$ cat src/rtl/xgriscv_mem_pkg.sv
// Shared definitions for the unified-memory arbiter.
//   state_t  : arbiter FSM encoding (ST_IDLE, ST_WAIT)
//   SEL_IF / SEL_DM : which requester owns the access in flight
//   BE_WORD  : byte-enable pattern used for instruction fetches
package xgriscv_mem_pkg;

    typedef enum logic {
        ST_IDLE = 1'b0,
        ST_WAIT = 1'b1
    } state_t;

    localparam logic SEL_IF = 1'b0;
    localparam logic SEL_DM = 1'b1;

    localparam logic [3:0] BE_WORD = 4'hF;

endpackage

$ cat src/rtl/xgriscv_rr_pick.sv
// Winner select between fetch and data requesters, with a starvation guard.
//   clk, reset : clock and synchronous active-high reset
//   if_req     : fetch request pending
//   dm_req     : data request pending
//   grant      : an access is issued this cycle to the winner reported on sel
//   sel        : combinational winner (SEL_IF / SEL_DM)
// Data normally wins a tie. streak counts data grants issued while fetch was
// left waiting; once it reaches STARVE_MAX the next tie goes to fetch.
module xgriscv_rr_pick
    import xgriscv_mem_pkg::*;
#(
    parameter int STARVE_MAX = 4
) (
    input  logic clk,
    input  logic reset,
    input  logic if_req,
    input  logic dm_req,
    input  logic grant,
    output logic sel
);

    localparam int SW = (STARVE_MAX < 1) ? 1 : $clog2(STARVE_MAX + 1);
    localparam logic [SW-1:0] STREAK_LIM = SW'(STARVE_MAX);
    localparam bit GUARD_ON = (STARVE_MAX > 0);

    logic [SW-1:0] streak_reg;
    logic [SW-1:0] streak_next;
    logic          force_if;

    always_comb begin
        force_if    = GUARD_ON && (streak_reg == STREAK_LIM);
        sel         = SEL_IF;
        streak_next = streak_reg;
        if (dm_req && !(if_req && force_if)) begin
            sel = SEL_DM;
        end
        if (grant) begin
            if (sel == SEL_IF) begin
                streak_next = '0;
            end else if (if_req && (streak_reg != STREAK_LIM)) begin
                // Only data grants that made fetch wait count towards starvation.
                streak_next = streak_reg + 1'b1;
            end
        end
    end

    always_ff @(posedge clk) begin
        if (reset) begin
            streak_reg <= '0;
        end else begin
            streak_reg <= streak_next;
        end
    end

endmodule

$ cat src/rtl/xgriscv_mem_arbiter.sv
// Shares one fixed-latency single-port memory between instruction fetch and
// data access. One access in flight at a time; each requester gets a single
// cycle ack carrying read data exactly MEM_LAT cycles after its mem_en cycle.
//   clk, reset            : clock, synchronous active-high reset
//   if_req/if_addr        : fetch request (held until if_ack)
//   if_ack/if_rdata       : fetch completion pulse and instruction
//   dm_req/we/addr/wdata/be : data request (held until dm_ack)
//   dm_ack/dm_rdata       : data completion pulse and load data (0 for stores)
//   mem_en/we/addr/wdata/be : memory access, mem_en one cycle per access
//   mem_rdata             : memory read data, valid MEM_LAT cycles after mem_en
//   busy                  : high while an access is in flight
module xgriscv_mem_arbiter
    import xgriscv_mem_pkg::*;
#(
    parameter int MEM_LAT    = 1,
    parameter int STARVE_MAX = 4
) (
    input  logic        clk,
    input  logic        reset,
    input  logic        if_req,
    input  logic [31:0] if_addr,
    output logic        if_ack,
    output logic [31:0] if_rdata,
    input  logic        dm_req,
    input  logic        dm_we,
    input  logic [31:0] dm_addr,
    input  logic [31:0] dm_wdata,
    input  logic [3:0]  dm_be,
    output logic        dm_ack,
    output logic [31:0] dm_rdata,
    output logic        mem_en,
    output logic        mem_we,
    output logic [31:0] mem_addr,
    output logic [31:0] mem_wdata,
    output logic [3:0]  mem_be,
    input  logic [31:0] mem_rdata,
    output logic        busy
);

    state_t     state_reg, state_next;
    logic [3:0] cnt_reg, cnt_next;
    logic       sel_reg, sel_next;
    logic       we_reg, we_next;
    logic       pick_sel;
    logic       grant;

    // Reset also masks the combinational outputs so nothing leaves the block
    // (no strobe, no ack) in any cycle where reset is asserted.
    assign grant = !reset && (state_reg == ST_IDLE) && (if_req || dm_req);

    xgriscv_rr_pick #(
        .STARVE_MAX(STARVE_MAX)
    ) u_pick (
        .clk    (clk),
        .reset  (reset),
        .if_req (if_req),
        .dm_req (dm_req),
        .grant  (grant),
        .sel    (pick_sel)
    );

    always_comb begin
        state_next = state_reg;
        cnt_next   = cnt_reg;
        sel_next   = sel_reg;
        we_next    = we_reg;
        if_ack     = 1'b0;
        if_rdata   = '0;
        dm_ack     = 1'b0;
        dm_rdata   = '0;
        mem_en     = 1'b0;
        mem_we     = 1'b0;
        mem_addr   = '0;
        mem_wdata  = '0;
        mem_be     = '0;
        busy       = 1'b0;
        if (!reset) begin
            case (state_reg)
                ST_IDLE: begin
                    if (if_req || dm_req) begin
                        mem_en = 1'b1;
                        if (pick_sel == SEL_DM) begin
                            mem_we    = dm_we;
                            mem_addr  = dm_addr;
                            mem_wdata = dm_wdata;
                            mem_be    = dm_be;
                        end else begin
                            mem_addr = if_addr;
                            mem_be   = BE_WORD;
                        end
                        sel_next   = pick_sel;
                        we_next    = (pick_sel == SEL_DM) && dm_we;
                        cnt_next   = 4'(MEM_LAT);
                        state_next = ST_WAIT;
                    end
                end
                ST_WAIT: begin
                    busy     = 1'b1;
                    cnt_next = cnt_reg - 4'd1;
                    if (cnt_reg == 4'd1) begin
                        if (sel_reg == SEL_DM) begin
                            dm_ack   = 1'b1;
                            dm_rdata = we_reg ? 32'h0 : mem_rdata;
                        end else begin
                            if_ack   = 1'b1;
                            if_rdata = mem_rdata;
                        end
                        state_next = ST_IDLE;
                    end
                end
                default: state_next = ST_IDLE;
            endcase
        end
    end

    always_ff @(posedge clk) begin
        if (reset) begin
            state_reg <= ST_IDLE;
            cnt_reg   <= '0;
            sel_reg   <= SEL_IF;
            we_reg    <= 1'b0;
        end else begin
            state_reg <= state_next;
            cnt_reg   <= cnt_next;
            sel_reg   <= sel_next;
            we_reg    <= we_next;
        end
    end

endmodule

$ cat config.mk
export PLATFORM = sky130hd
export DESIGN_NAME = xgriscv_mem_arbiter
export DESIGN_NICKNAME = d
export VERILOG_FILES = /design/src/rtl/xgriscv_mem_pkg.sv /design/src/rtl/xgriscv_rr_pick.sv /design/src/rtl/xgriscv_mem_arbiter.sv
export SDC_FILE = /design/constraint.sdc
export NUM_CORES = 1
export LEC_CHECK = 0
export ABC_AREA = 0
export CORE_AREA = 2 2 107 109
export CTS_BUF_LIST = sky130_fd_sc_hd__clkbuf_4
export CTS_CLUSTER_SIZE = 10
export DETAILED_ROUTE_END_ITERATION = 8
export DIE_AREA = 0 0 109 111
export PLACE_DENSITY = 0.7
export SETUP_SLACK_MARGIN = 0.5
export SLEW_MARGIN = 20
export SYNTH_ARGS = -nofsm -noshare
export SYNTH_HDL_FRONTEND = slang
export SYNTH_SLANG_ARGS = --single-unit
export TNS_END_PERCENT = 10
$ cat constraint.sdc
create_clock -name clk -period 4.3 [get_ports clk]
set_input_delay 0.645 -clock clk [delete_from_list [all_inputs] [get_ports clk]]
set_output_delay 0.645 -clock clk [all_outputs]
set_load 0.005 [all_outputs]
### After elaboration in Yosys (flattened, before gate mapping)

Index checks and enable logic that the tools add are counted.

| word-level totals | value |
|---|---|
| register bits after elaboration | 10 |
| input port bits | 137 |
| output and inout bits | 137 |
| logic and storage cells | 69 |

| operators by class | value |
|---|---|
| $add $sub $neg | 2 |
| equality and inequality tests | 5 |
| mux-type cells | 45 |
| bitwise logic cells | 1 |
| reductions and logical operators | 11 |

Operator list:

| kind | count |
|---|---|
| $mux 32 | 17 |
| $mux 4 | 5 |
| $mux 1 | 19 |
| $pmux 4 s2 | 1 |
| $logic_and 1x1->1 | 6 |
| $mux 3 | 2 |
| $eq 4x1->1 const B | 1 |
| $ne 2x1->1 const B | 2 |
| $reduce_and 2->1 | 2 |
| $sub 4x1->4 const B | 1 |
| $add 3x1->3 const B | 1 |
| $eq 3x3->1 const B | 1 |
| $ne 3x3->1 const B | 1 |
| $logic_not 1->1 | 2 |
| $pmux 1 s2 | 1 |
| $logic_or 1x1->1 | 1 |
| $not 1->1 | 1 |

### Logic depth before layout (Yosys ltp)

| logic depth | value |
|---|---|
| word-level depth | 9 |
| gate-level depth with buffers | 7 |
| depth with buffers taken out | 5 |

### Modules after synthesis

From an unflattened synthesis, not the netlist that was laid out.

| second synthesis, totals | value |
|---|---|
| cells, all modules | 260 |
| area total of the unflattened synthesis | 1780.5 sq um |

Modules (own cells, without submodules):

| module | times used | cells an instance | area an instance (sq um) | seq. area each (sq um) |
|---|---|---|---|---|
| xgriscv_mem_arbiter | 1 | 235 | 1592.8 | 140.1 |
| xgriscv_rr_pick | 1 | 25 | 187.7 | 60.1 |

### Least setup slack after synthesis

Ideal clock, no wire load.

| path | value |
|---|---|
| path kind | input to output |
| start point | input reset |
| end point | output dm_rdata[10] |
| arrival | 1.565 ns |
| data required time | 3.655 ns |
| path slack | 2.090 ns |
| cell stages on the path | 5 |
| cells stage by stage | buf_6 > nand4bb_4 > nor4_4 > clkbuf_2 > and2_1 |

| on the way | value |
|---|---|
| cells in the longest elaborated chain, start to end | 1 |

RTL lines:

| item | RTL line | source |
|---|---|---|
| from (decl) | xgriscv_mem_arbiter.sv:19 | `input logic reset,` |
| $mux 32 | xgriscv_mem_arbiter.sv:77 | `if (!reset) begin` |
| to (decl) | xgriscv_mem_arbiter.sv:30 | `output logic [31:0] dm_rdata,` |

No other way between the ends.

### Final worst setup path

| path | value |
|---|---|
| start point | input reset |
| end point | output mem_addr[14] |

| on the way | value |
|---|---|
| cells in the longest elaborated chain, start to end | 1 |

RTL lines:

| item | RTL line | source |
|---|---|---|
| $mux 32 | xgriscv_mem_arbiter.sv:77 |  |
| to (decl) | xgriscv_mem_arbiter.sv:33 | `output logic [31:0] mem_addr,` |

No other way between the ends.

==> results.txt <==
The run finished with clean final reports. For the residual DRC count, the log shows 0. The growth of design area from synthesis to finish was 149%; the max capacitance violation total was 0. The worst-case headroom to the max-slew limit is 0.588. The tightest min-delay check is of the reg2reg type. For the sum of net half-perimeters after detailed placement, the log shows 9370 um. The area of the mapped netlist came out at 0.00192 mm2.

The filler cells instantiated in the layout total 1121. The initial core utilization was 0.173; the via count of the first global-routing pass was 2840. Switching portion of total power: 0.325. The average vias per placed instance is 4.41.

Final cycle utilization of the critical path: 0.816. Leaving out filler cells and counting taps, the final layout contains 653. In this run the standard cell core region covers 0.0111 mm2.

In this run the core area contains 39 standard-cell rows. The mean post-synth cell area came out at 7.58 um2. The number of clock sinks seen by CTS is 10, and the proportion of synthesized chip area in sequential cells is 0.104. Count of port buffers added during placement: 273. Counting every instance in the synthesized netlist gives 253. Among the stages of the critical path, the cell type that occurs most often is sky130_fd_sc_hd__clkdlybuf4s50_1. For the post-placement cell count, the log shows 648. Slew of the pin with the lowest slew margin: 0.617 ns. The top cell types in the final layout, fill and taps aside, are sky130_fd_sc_hd__clkdlybuf4s50_1 (273), sky130_fd_sc_hd__and2_1 (98), sky130_fd_sc_hd__a31o_2 (33). Internal power comes to 456 uW.

Once the clock tree was built, the resizer swapped 0 gates to a different size. The clock arrives with 0.000894 ns of skew. Endpoint type of the worst setup path: a primary output. The global-route usage over all layers is 0.171.

In this run, the number of DRC markers left after iteration 0 of detailed routing was 99. The number of H-tree levels is 1. The number of hold-slack violations in the final timing report is 0. In this run, synthesis produced a sequential element count of 10. Final layout net count: 651. TritonCTS built the clock tree.

From bottom edge to top edge, the die measures 111 um. Once layout is done, the placed cells without fillers occupy 0.00477 mm2. Clock tree synthesis inserted a total of 3 buffers. The tools report the final number of setup-violating endpoints as 0. The number of antenna violations at the first check in global routing came out at 1.

Buffer cell driving the clock tree root: sky130_fd_sc_hd__clkbuf_4. The signal on the critical path passes through clkdlybuf4s50_1 -> nor2_4 -> o21ai_2 -> inv_2 -> a31o_2 -> clkdlybuf4s50_1. After synthesis, the cell types taking the most area are sky130_fd_sc_hd__and2_1 (32%), sky130_fd_sc_hd__a31o_2 (15%), sky130_fd_sc_hd__and4_1 (15%), sky130_fd_sc_hd__dfxtp_1 (10%), sky130_fd_sc_hd__buf_2 (3.1%). The routed design could run at a clock period as short as 3.51 ns. The utilization of the core after routing is 0.431.

Timing would allow up to 0.285 GHz. The proportion of register bits with asynchronous set or reset after synthesis works out to 0. The fraction of post-synthesis cell area in the top cell type by area came out at 0.320. The run gives 2.87 ns as the worst endpoint data arrival time. From left edge to right edge, the die measures 109 um. The slowest stage of the critical path belongs to the cell sky130_fd_sc_hd__clkdlybuf4s50_1. The leakage dissipation came out at 0.00179 uW. Once the clock tree was built, the setup fixing pass inserted 0 buffers. Setup total negative slack on the finished layout was measured at 0 ns.

The tools report the relative contribution of sequential cells to total power as 0.190. The logs give 0 for the remaining global-route overflow and 0.0000970 V for the peak ir drop on the vdd network. For the number of buffers on the longest clock path, the log shows 2. The floorplan step defined a die boundary enclosing 0.0121 mm2. Counting distinct cell types in the post-synthesis netlist gives 35. The power density over the cells is 142 mW/mm2.

The switching power is 219 uW, and the count of yosys warnings during synthesis is 0. The total of hold buffers inserted after clock tree synthesis is 0. The wire length per cell is 16.9 um, and the detailed-router iteration count before antenna repair is 4.

The fraction of layout cells with a size suffix above 1 was 0.100. The first global-routing pass estimated 15900 um of wire. The number of slew-limit violations in the final report was 0; the final estimated routing congestion in global placement was 0.813. Wires add up to 11000 um. The register with the most flip-flops in the layout has 4 of them. Setup repair after global routing left no endpoint under its margin.

After clock tree synthesis, the clock-pin slew on the worst setup and hold paths is 0.07 ns. STA puts the critical path data required time at 3.65 ns. Summed over all instances, the cell type with the most area after synthesis is sky130_fd_sc_hd__and2_1.

Counting flops with a built-in enable in the synthesized netlist gives 0. For this block, the via count after detailed routing is 2880. The run gives 274 as the count of pins on the block boundary.

The library cell used most frequently in the layout, excluding fill and tap cells, is sky130_fd_sc_hd__clkdlybuf4s50_1. At the later pin of the worst-skew pair, clock insertion delay measures 0.27 ns. The total buffers and inverters traversed by the critical path was 3; the fraction of power consumed by combinational cells was 0.710.

The maximum net fanout on the critical path works out to 37. The worst setup path is launched from an input port. Dominant delay contributor by cell family on the critical path: buffers and inverters. The maximum single-stage delay on the critical path was 0.62 ns; the net count after synthesis was 394.

The detail route stage leaves a number of antenna-violating nets equal to 0. In the synthesized netlist the dominant register cell turns out to be sky130_fd_sc_hd__dfxtp_1. Pin count of the biggest net entering global routing: 38. For the post-detailed-placement cell area, the log shows 0.00474 mm2. For the proportion of power drawn by the clock network, the log shows 0.100. The setup path with the least slack is of type in2out.
==> path summary, 6_finish.rpt <==
kind / slack, ns / endpoint / cells after the start / from
setup / recovery: 0.79 / mem_addr[14] / 6 / reset
hold / removal: 0.48 / u_pick.streak_reg[1] / 2 / u_pick.streak_reg[1]
setup reg to reg: 2.56 / we_reg / 7 / u_pick.streak_reg[0]
hold reg to reg: 0.48 / u_pick.streak_reg[1] / 2 / u_pick.streak_reg[1]
==> stage by stage <==
step,hold WS (ns),worst slack (ns),total power (uW)
2_1_floorplan,0.451,2.09,312
4_1_cts,0.480,0.792,683
5_1_grt,0.515,0.655,725
3_5_place_dp,0.471,0.799,612
6_report,0.483,0.789,675
3_3_place_gp,0.464,0.812,606
==> cells by family after synthesis <==
family / synth area share
flops: 0.104
buf+inv: 0.0874
fa+ha+maj: 0.0261
compound gates: 0.203
simple gates: 0.570
xor+xnor: 0.00913
==> power groups by stage <==
stage	registers (uW)	logic (uW)	clock network, uW
after floorplan	121	191	0
after global placement	129	477	0
after detailed placement	131	482	0
after CTS	128	485	70.1
after global routing	131	520	74.3
final	128	479	67.5
==> routing by layer <==
metal  global-route usage  up-vias  wire length [um]
li1                     -     1415                 -
met1                0.172     1269              3880
met2                0.332      184              5730
met3               0.0535       12              1220
met4               0.0385        0               178
met5                    0        -                 0
==> worst reg2reg max path: stages, from the launching register on <==
cell and delay (ns):
sky130_fd_sc_hd__dfxtp_1 0.36, sky130_fd_sc_hd__inv_1 0.07, sky130_fd_sc_hd__ha_1 0.23, sky130_fd_sc_hd__nand3_2 0.08
sky130_fd_sc_hd__buf_4 0.29, sky130_fd_sc_hd__and3_1 0.20, sky130_fd_sc_hd__buf_4 0.28, sky130_fd_sc_hd__a22o_1 0.19
==> synthesized netlist by cell type (2+ instances only) <==
| cell type | number |
|---|---|
| sky130_fd_sc_hd__a21oi_1 | 4 |
| sky130_fd_sc_hd__a31o_2 | 33 |
| sky130_fd_sc_hd__and2_1 | 98 |
| sky130_fd_sc_hd__and4_1 | 32 |
| sky130_fd_sc_hd__buf_2 | 12 |
| sky130_fd_sc_hd__buf_6 | 2 |
| sky130_fd_sc_hd__clkbuf_1 | 9 |
| sky130_fd_sc_hd__clkbuf_2 | 5 |
| sky130_fd_sc_hd__dfxtp_1 | 10 |
| sky130_fd_sc_hd__ha_1 | 4 |
| sky130_fd_sc_hd__inv_1 | 6 |
| sky130_fd_sc_hd__nand2_1 | 4 |
| sky130_fd_sc_hd__nand2b_1 | 3 |
| sky130_fd_sc_hd__nand4_1 | 2 |
| sky130_fd_sc_hd__nor3_1 | 2 |
| sky130_fd_sc_hd__nor3b_1 | 2 |
| sky130_fd_sc_hd__o21a_1 | 4 |
| sky130_fd_sc_hd__o21ai_0 | 3 |
| sky130_fd_sc_hd__xnor2_1 | 2 |
==> layout make-up <==
class                           count  area [um2]  area share
Clock buffer                        3        22.5     0.00472
Multi-Input combinational cell    208        1550       0.325
Antenna cell                        1        2.50    0.000525
Clock inverter                      1        3.75    0.000787
Sequential cell                    10         200      0.0420
Inverter                            7        26.3     0.00551
Tap cell                          143         179      0.0375
Timing Repair Buffer              280        2790       0.584
No activity file was read; power rests on OpenSTA's default activity.
